## config.mk

```make
export PLATFORM = sky130hd
export DESIGN_NAME = lockin_demodulator
export DESIGN_NICKNAME = d
export VERILOG_FILES = /design/src/rtl/lockin_pkg.sv /design/src/rtl/lockin_mac.sv /design/src/rtl/lockin_demodulator.sv
export SDC_FILE = /design/constraint.sdc
export NUM_CORES = 2
export LEC_CHECK = 0
export CORE_UTILIZATION = 35
export CTS_CLUSTER_DIAMETER = 40
export DETAILED_ROUTE_END_ITERATION = 16
export PLACE_DENSITY = 0.58
export SYNTH_ARGS = -nofsm -noshare
export SYNTH_HDL_FRONTEND = slang
export SYNTH_SLANG_ARGS = --single-unit
```

## constraint.sdc

```tcl
create_clock -name clk -period 13.6 [get_ports clk]
set_clock_uncertainty 0.2 [all_clocks]
set_input_delay 2.04 -clock clk [delete_from_list [all_inputs] [get_ports clk]]
set_output_delay 2.04 -clock clk [all_outputs]
set_load 0.01 [all_outputs]
```

## src/rtl/lockin_pkg.sv

```systemverilog
// Shared widths, pairing-state encoding and magnitude helper for the lock-in demodulator.
package lockin_pkg;

    typedef enum logic [0:0] {
        EMPTY = 1'b0,
        HELD  = 1'b1
    } pair_state_e;

    function automatic int prod_w(input int sample_bits, input int ref_bits);
        return sample_bits + ref_bits;
    endfunction

    function automatic int acc_w(input int sample_bits, input int ref_bits, input int int_log2);
        return sample_bits + ref_bits + int_log2;
    endfunction

    // Alpha-max-beta-min with alpha=1, beta=1/2; one spare bit so the caller can saturate.
    function automatic logic [64:0] mag_approx(input logic [63:0] a, input logic [63:0] b);
        logic [63:0] hi;
        logic [63:0] lo;
        hi = (a > b) ? a : b;
        lo = (a > b) ? b : a;
        return {1'b0, hi} + {2'b00, lo[63:1]};
    endfunction

endpackage

```

## src/rtl/lockin_mac.sv

```systemverilog
// One demodulation arm: registered full-width multiply, integrate-and-dump accumulator, floor truncation.
module lockin_mac
    import lockin_pkg::*;
#(
    parameter int SAMPLE_BITS = 24,
    parameter int REF_BITS    = 18,
    parameter int INT_LOG2    = 10,
    parameter int OUT_BITS    = 32
) (
    input  logic                              clk,
    input  logic                              reset,
    input  logic                              mul_en_i,
    input  logic signed [SAMPLE_BITS-1:0]     sample_i,
    input  logic signed [REF_BITS-1:0]        ref_i,
    input  logic                              acc_en_i,
    input  logic                              dump_i,
    output logic signed [OUT_BITS-1:0]        dump_val_o
);
    localparam int P = prod_w(SAMPLE_BITS, REF_BITS);
    localparam int A = acc_w(SAMPLE_BITS, REF_BITS, INT_LOG2);

    logic signed [P-1:0] prod_p1_q;
    logic signed [A-1:0] acc_q;
    logic signed [A-1:0] acc_sum;

    // Stage 1: product of the pair formed this cycle.
    always_ff @(posedge clk) begin
        if (mul_en_i) begin
            prod_p1_q <= P'(sample_i) * P'(ref_i);
        end
    end

    // Stage 2: integrate; the dump cycle reports acc+prod and restarts from zero.
    assign acc_sum    = acc_q + A'(prod_p1_q);
    assign dump_val_o = acc_sum[A-1 -: OUT_BITS];

    always_ff @(posedge clk) begin
        if (reset) begin
            acc_q <= '0;
        end else if (acc_en_i) begin
            acc_q <= dump_i ? '0 : acc_sum;
        end
    end

endmodule

```

## src/rtl/lockin_demodulator.sv

```systemverilog
// Dual-phase lock-in demodulator: pairs samples with DDFS cos/sin, integrates I/Q per window.
// Optional LOCKIN_MAG_EN adds an alpha-max-beta-min magnitude output registered with I/Q.
module lockin_demodulator
    import lockin_pkg::*;
#(
    parameter int SAMPLE_BITS = 24,
    parameter int REF_BITS    = 18,
    parameter int INT_LOG2    = 10,
    parameter int OUT_BITS    = 32
) (
    input  logic                          clk,
    input  logic                          reset,
    input  logic                          sample_valid,
    input  logic signed [SAMPLE_BITS-1:0] sample_in,
    input  logic                          ref_valid,
    input  logic signed [REF_BITS-1:0]    ref_cos,
    input  logic signed [REF_BITS-1:0]    ref_sin,
    input  logic                          out_ready,
    output logic                          out_valid,
    output logic signed [OUT_BITS-1:0]    i_out,
    output logic signed [OUT_BITS-1:0]    q_out,
    output logic                          overrun,
    output logic                          orphan_ref
`ifdef LOCKIN_MAG_EN
    ,
    output logic [OUT_BITS-1:0]           mag_out
`endif
);
    pair_state_e                   state_q, state_d;
    logic signed [SAMPLE_BITS-1:0] held_q, held_d;
    logic signed [SAMPLE_BITS-1:0] pair_sample;
    logic                          pair_vld, ovr_set, orph_set;
    logic                          vld_p1_q;
    logic [INT_LOG2-1:0]           cnt_q;
    logic                          dump;
    logic signed [OUT_BITS-1:0]    dump_i, dump_q;
    logic                          out_valid_q, overrun_q, orphan_q;
    logic signed [OUT_BITS-1:0]    i_q, q_q;

    always_comb begin
        state_d     = state_q;
        held_d      = held_q;
        pair_sample = sample_in;
        pair_vld    = 1'b0;
        ovr_set     = 1'b0;
        orph_set    = 1'b0;
        case (state_q)
            EMPTY: begin
                if (sample_valid && !ref_valid) begin
                    held_d  = sample_in;
                    state_d = HELD;
                end else if (sample_valid && ref_valid) begin
                    pair_vld = 1'b1;
                end else if (ref_valid) begin
                    orph_set = 1'b1;
                end
            end
            HELD: begin
                if (ref_valid) begin
                    pair_vld    = 1'b1;
                    pair_sample = held_q;
                    if (sample_valid) begin
                        held_d = sample_in;
                    end else begin
                        state_d = EMPTY;
                    end
                end else if (sample_valid) begin
                    held_d  = sample_in;
                    ovr_set = 1'b1;
                end
            end
            default: state_d = EMPTY;
        endcase
    end

    always_ff @(posedge clk) begin
        held_q <= held_d;
    end

    lockin_mac #(
        .SAMPLE_BITS(SAMPLE_BITS), .REF_BITS(REF_BITS), .INT_LOG2(INT_LOG2), .OUT_BITS(OUT_BITS)
    ) u_mac_i (
        .clk(clk), .reset(reset), .mul_en_i(pair_vld), .sample_i(pair_sample), .ref_i(ref_cos),
        .acc_en_i(vld_p1_q), .dump_i(dump), .dump_val_o(dump_i)
    );

    lockin_mac #(
        .SAMPLE_BITS(SAMPLE_BITS), .REF_BITS(REF_BITS), .INT_LOG2(INT_LOG2), .OUT_BITS(OUT_BITS)
    ) u_mac_q (
        .clk(clk), .reset(reset), .mul_en_i(pair_vld), .sample_i(pair_sample), .ref_i(ref_sin),
        .acc_en_i(vld_p1_q), .dump_i(dump), .dump_val_o(dump_q)
    );

    // Stage 2 boundary: the last pair of a window dumps straight into the output register.
    assign dump = vld_p1_q && (&cnt_q);

    always_ff @(posedge clk) begin
        if (reset) begin
            state_q     <= EMPTY;
            vld_p1_q    <= 1'b0;
            cnt_q       <= '0;
            out_valid_q <= 1'b0;
            overrun_q   <= 1'b0;
            orphan_q    <= 1'b0;
            i_q         <= '0;
            q_q         <= '0;
        end else begin
            state_q  <= state_d;
            vld_p1_q <= pair_vld;
            if (vld_p1_q) begin
                cnt_q <= cnt_q + INT_LOG2'(1);
            end
            if (dump) begin
                i_q         <= dump_i;
                q_q         <= dump_q;
                out_valid_q <= 1'b1;
            end else if (out_valid_q && out_ready) begin
                out_valid_q <= 1'b0;
            end
            if (ovr_set || (dump && out_valid_q && !out_ready)) begin
                overrun_q <= 1'b1;
            end
            if (orph_set) begin
                orphan_q <= 1'b1;
            end
        end
    end

    assign out_valid  = out_valid_q;
    assign i_out      = i_q;
    assign q_out      = q_q;
    assign overrun    = overrun_q;
    assign orphan_ref = orphan_q;

`ifdef LOCKIN_MAG_EN
    logic [OUT_BITS-1:0] mag_q;

    function automatic logic [OUT_BITS-1:0] abs_val(input logic signed [OUT_BITS-1:0] v);
        return v[OUT_BITS-1] ? OUT_BITS'(-v) : OUT_BITS'(v);
    endfunction

    function automatic logic [OUT_BITS-1:0] sat_mag(input logic [64:0] m);
        return (m > 65'({OUT_BITS{1'b1}})) ? {OUT_BITS{1'b1}} : m[OUT_BITS-1:0];
    endfunction

    always_ff @(posedge clk) begin
        if (reset) begin
            mag_q <= '0;
        end else if (dump) begin
            mag_q <= sat_mag(mag_approx(64'(abs_val(dump_i)), 64'(abs_val(dump_q))));
        end
    end

    assign mag_out = mag_q;
`endif

endmodule
```

# Word level (Yosys, flattened, before mapping)
# Index checks and enable logic that the tools add are counted.
[word_totals]
out_inout_bits = 67
regBits = 291
elab_cells = 55
[op_classes]
n_addsub = 3
n_bitwise = 1
reduce_logical = 12
n_mux = 22
n_eq_ne = 2
n_mul = 2
[ops]
columns = ["op", "n"]
rows = [
  ["adder 52 x 42 -> 52 bit", 2],
  ["2-to-1 mux 52 bit", 2],
  ["2-to-1 mux 24 bit", 4],
  ["multiplier 24 x 18 -> 42 bit", 2],
  ["case mux 24 bit (2 select lines)", 1],
  ["2-to-1 mux 1 bit", 13],
  ["adder 10 x 1 -> 10 bit, second input constant", 1],
  ["AND reduction 10 bit", 1],
  ["logical AND 1 bit", 6],
  ["inequality test 2 bit, second input constant", 2],
  ["case mux 1 bit (2 select lines)", 2],
  ["logical NOT 1 bit", 2],
  ["AND reduction 2 bit", 1],
  ["nonzero test 2 bit", 1],
  ["logical OR 1 bit", 1],
  ["NOT 1 bit", 1],
]

# Longest topological paths before layout
[depth]
depth_word = 5
mapped_depth = 29

# Cells and area by module
# A second synthesis with hierarchy kept.
[unflattened]
cells_unflattened = 5215
area_unflattened_um2 = 47391.7
[by_module_without_submodules]
columns = ["module", "area_per_inst_um2", "instances", "cells_per_inst"]
rows = [
  ["lockin_mac (u_mac_i)", 21435.6, 1, 2413],
  ["lockin_mac (u_mac_q)", 21420.5, 1, 2403],
  ["lockin_demodulator", 4535.6, 1, 399],
]

# Least setup slack after synthesis
# OpenSTA, ideal clock, no wires.
[synth_path]
path_type = "in2reg"
start = "input ref_valid"
end = "register u_mac_i.prod_p1_q[40] (data pin)"
path_slack_ps = 4389
stages = 27
t_required_ps = 13142
setup_time_ps = 258
n_path_buf = 2
t_arrival_ps = 8753
path_cell_list = "nand2_1 clkbuf_1 mux2_2 clkbuf_1 nand2_1 fa_1 inv_1 fa_1 inv_1 fa_1 inv_1 fa_1 fa_1 inv_1 fa_1 inv_1 ha_1 o21a_1 o21a_1 o21a_1 or2_1 and4_1 a2111oi_2 nor3_1 or3_1 a21oi_1 xnor2_1"
[synth_via]
elab_chain_len = 3
[synth_rtl]
columns = ["element", "line_no", "rtl"]
rows = [
  ["from (decl)", "lockin_demodulator.sv:15", "input logic ref_valid,"],
  ["2-to-1 mux 24 bit", "lockin_demodulator.sv:59", "if (ref_valid) begin"],
  ["2-to-1 mux 24 bit", "lockin_demodulator.sv:47", "case (state_q)"],
  ["multiplier 24 x 18 -> 42 bit", "lockin_mac.sv:29", "prod_p1_q <= P'(sample_i) * P'(ref_i);"],
  ["to (signal assigned)", "lockin_mac.sv:29", ""],
  ["to (decl)", "lockin_mac.sv:22", "logic signed [P-1:0] prod_p1_q;"],
]
# Every way passes these cells.
# A chain may end at the register's enable or synchronous reset.

# Worst setup path in the final report
[layout_path]
start = "input ref_valid"
end = "register u_mac_q.prod_p1_q[41] (data pin)"
[layout_via]
elab_chain_len = 3
[layout_rtl]
columns = ["element", "line_no"]
rows = [
  ["2-to-1 mux 24 bit", "lockin_demodulator.sv:59"],
  ["2-to-1 mux 24 bit", "lockin_demodulator.sv:47"],
  ["multiplier 24 x 18 -> 42 bit", "lockin_mac.sv:29"],
  ["to (signal assigned)", "lockin_mac.sv:29"],
  ["to (decl)", "lockin_mac.sv:22"],
]
# Every way passes these cells.

==> impl_metrics.toml <==
[run_status]
status = "complete, no violations"

[final_layout]
instances_no_fill = 7014
fill_cells = 13200
finalNetCount = 6433
area_growth_pct = 11.1
layout_common_cells = "inv_1, fa_1, nand2_1"
final_common_cell = "inv_1"
final_util_pct = 39.4
drive_gt1_share_pct = 4.62

[routing]
wire_per_inst_microns = 17.4
viasPerCell = 4.98
drt-pass1-iter-count = 6
ant_nets = 0
wl_microns = 122000
drc = 0
drt_iter0_markers = 2077
vias = 34900

[grt]
grt-ovfl-total = 0
antenna_found_initial = 9
grt_max_degree = 99
grt_use_total_pct = 18.6
grt_pass1_wl_microns = 199000
grt_pass1_vias = 36300

[floorplan]
die_x_microns = 367
start_util_pct = 35.4
die-area_sq_um = 135000
io_pins = 132
core-area_sq_um = 132000
fp-row-count = 133
die_height_microns = 367

[logic_synthesis]
ys_seq_elements = 291
async_reset_ff_share_pct = 0
ys_types = 104
synth_top_area_share_pct = 36.5
synth_seq_area_share_pct = 14.8
synth_edf_count = 108
synth_area_leader_cell = "fa_1"
yosys_warnings = 0
synth_flop_cell = "dfxtp_1"
synthCells = 5212
netlist_area_sq_um = 46700
syn_area_per_cell_sq_um = 8.97
synth_nets = 6442
synthTopCellsByArea = "fa_1, ha_1, inv_1, dfxtp_1, edfxtp_1"

[clocking]
numCtsBuffers = 68
clk_latency_ns = 0.66
cts-resized-gates = 0
ctsHoldBuffers = 0
cts_tree = "yes"
path_clk_slew_ns = 0.05
cts.htree.levels = 3
post_cts_buffers = 0
clock_path_buffers = 3
cts_sinks = 291
clock-root-buffer = "clkbuf_16"

[placed_design]
portBuffers = 131
placedCellCount = 6888
place.gp.congestion = 0.881
dpl.hpwl_microns = 96200

[sta]
tightest_slew_ns = 1.27
slew_headroom_pct = 15.1
rsz0062_at_grt = "no"
final_max_slew_viol_count = 0
finalSetupViolCount = 0
fin_crit_ns = 10.29
finalSetupTns_ns = 0
fin_crit_sh_pct = 75.6
fmax_mhz = 97.2
hold_viol = 0

[worst_hold_path]
min_path_type = "reg2reg"

[critical_path]
slowest_delay_ns = 0.74
crit_fanout = 26
crit_type = "in2reg"
worstPathRequired_ns = 13.77
arrival_ns = 10.45
cp-end-kind = "flop"
crit_slowest_cell = "fa_1"
critPathLaunchType = "input pin"

[flow_run]
maxCapViolCount = 0
==> registers in the layout (all words and copies together), names as in the netlist <==
name and cells:
u_mac_i.prod_p1_q 42, u_mac_q.prod_p1_q 42, out_valid 1, i_out 32, overrun 1, cnt_q 10
q_out 32, u_mac_q.acc_q 52, u_mac_i.acc_q 52, orphan_ref 1, state_q 1, held_q 24
vld_p1_q 1
==> path summary, 6_finish.rpt <==
| path | startpoint | to | slack, ns | cells after the start |
|---|---|---|---|---|
| worst min register to register | q_out[9] | q_out[9] | 0.25 | 2 |
| worst min-delay path | q_out[9] | q_out[9] | 0.25 | 2 |
| worst max register to register | state_q | u_mac_q.prod_p1_q[41] | 4.86 | 24 |
| worst max-delay path | ref_valid | u_mac_q.prod_p1_q[41] | 3.31 | 25 |
==> metrics by stage <==
| step | setup slack [ns] | hold WS (ns) | area, sq um |
|---|---|---|---|
| after global placement | 2.83 | 0.238 | 49600 |
| after global routing | 2.92 | 0.270 | 51900 |
| final | 3.31 | 0.247 | 52000 |
| after floorplan | 4.39 | 0.230 | 46700 |
| after CTS | 3.38 | 0.252 | 51900 |
| after detailed placement | 2.73 | 0.244 | 49600 |
==> critical path, delay by kind of cell <==
family,cells,cell delay [ns]
compound gates,3,1.16
fa+ha+maj,7,3.71
buf+inv,8,1.65
mux,1,0.64
simple gates,6,1.20
==> cells in the mapped netlist, drive strengths merged, types with 19 or more instances <==
cell type  number
a21oi         288
a211oi         26
buf            26
o21a           27
nand3          58
ha            313
nor2          211
nor2b          78
and3           19
o21ai         114
edfxtp        108
xor2           49
a21o           74
clkbuf        221
mux2           25
xnor2         128
fa            852
nor3           28
o21bai         23
and2          301
dfxtp         183
inv          1007
nand4          23
nand2b         23
nand2         745
==> per-layer routing <==
metal  vias up  global-route usage, %  part of all wire [%]
met5         -                      0                 0.029
met2       893                   29.5                    46
met4         6                   3.93                   1.7
li1      16200                      -                     -
met1     17700                   26.5                    47
met3       136                   3.14                   5.8
==> cell type report <==
type                    instances  area (sq um)  area share [%]
diodes                          2          5.00         0.00963
repair buffers                168          1590            3.06
clock buffers                  77          1780            3.42
flip-flops and latches        291          6910            13.3
well taps                    1755          2200            4.23
clock inverters                47           587            1.13
multi-input cells            3664         35100            67.6
inverters                    1010          3790            7.30
==> kinds of logic (layout without fill, tap and decap cells) <==
logic type | Yosys count | count (layout) | synth area share (%)
AOI/OAI and AO/OA | 722 | 722 | 10.2
buffers and inverters | 1257 | 1302 | 10.2
DFF | 291 | 291 | 14.8
other | 0 | 2 | 0
and+or+nand+nor | 1569 | 1569 | 16.0
adders and majority gates | 1165 | 1165 | 44.9
muxes | 31 | 31 | 0.731
xor gates and xnor gates | 177 | 177 | 3.32
Power is not shown: default switching activity piles up to over one toggle a cycle in this logic, so the estimate is an artifact.
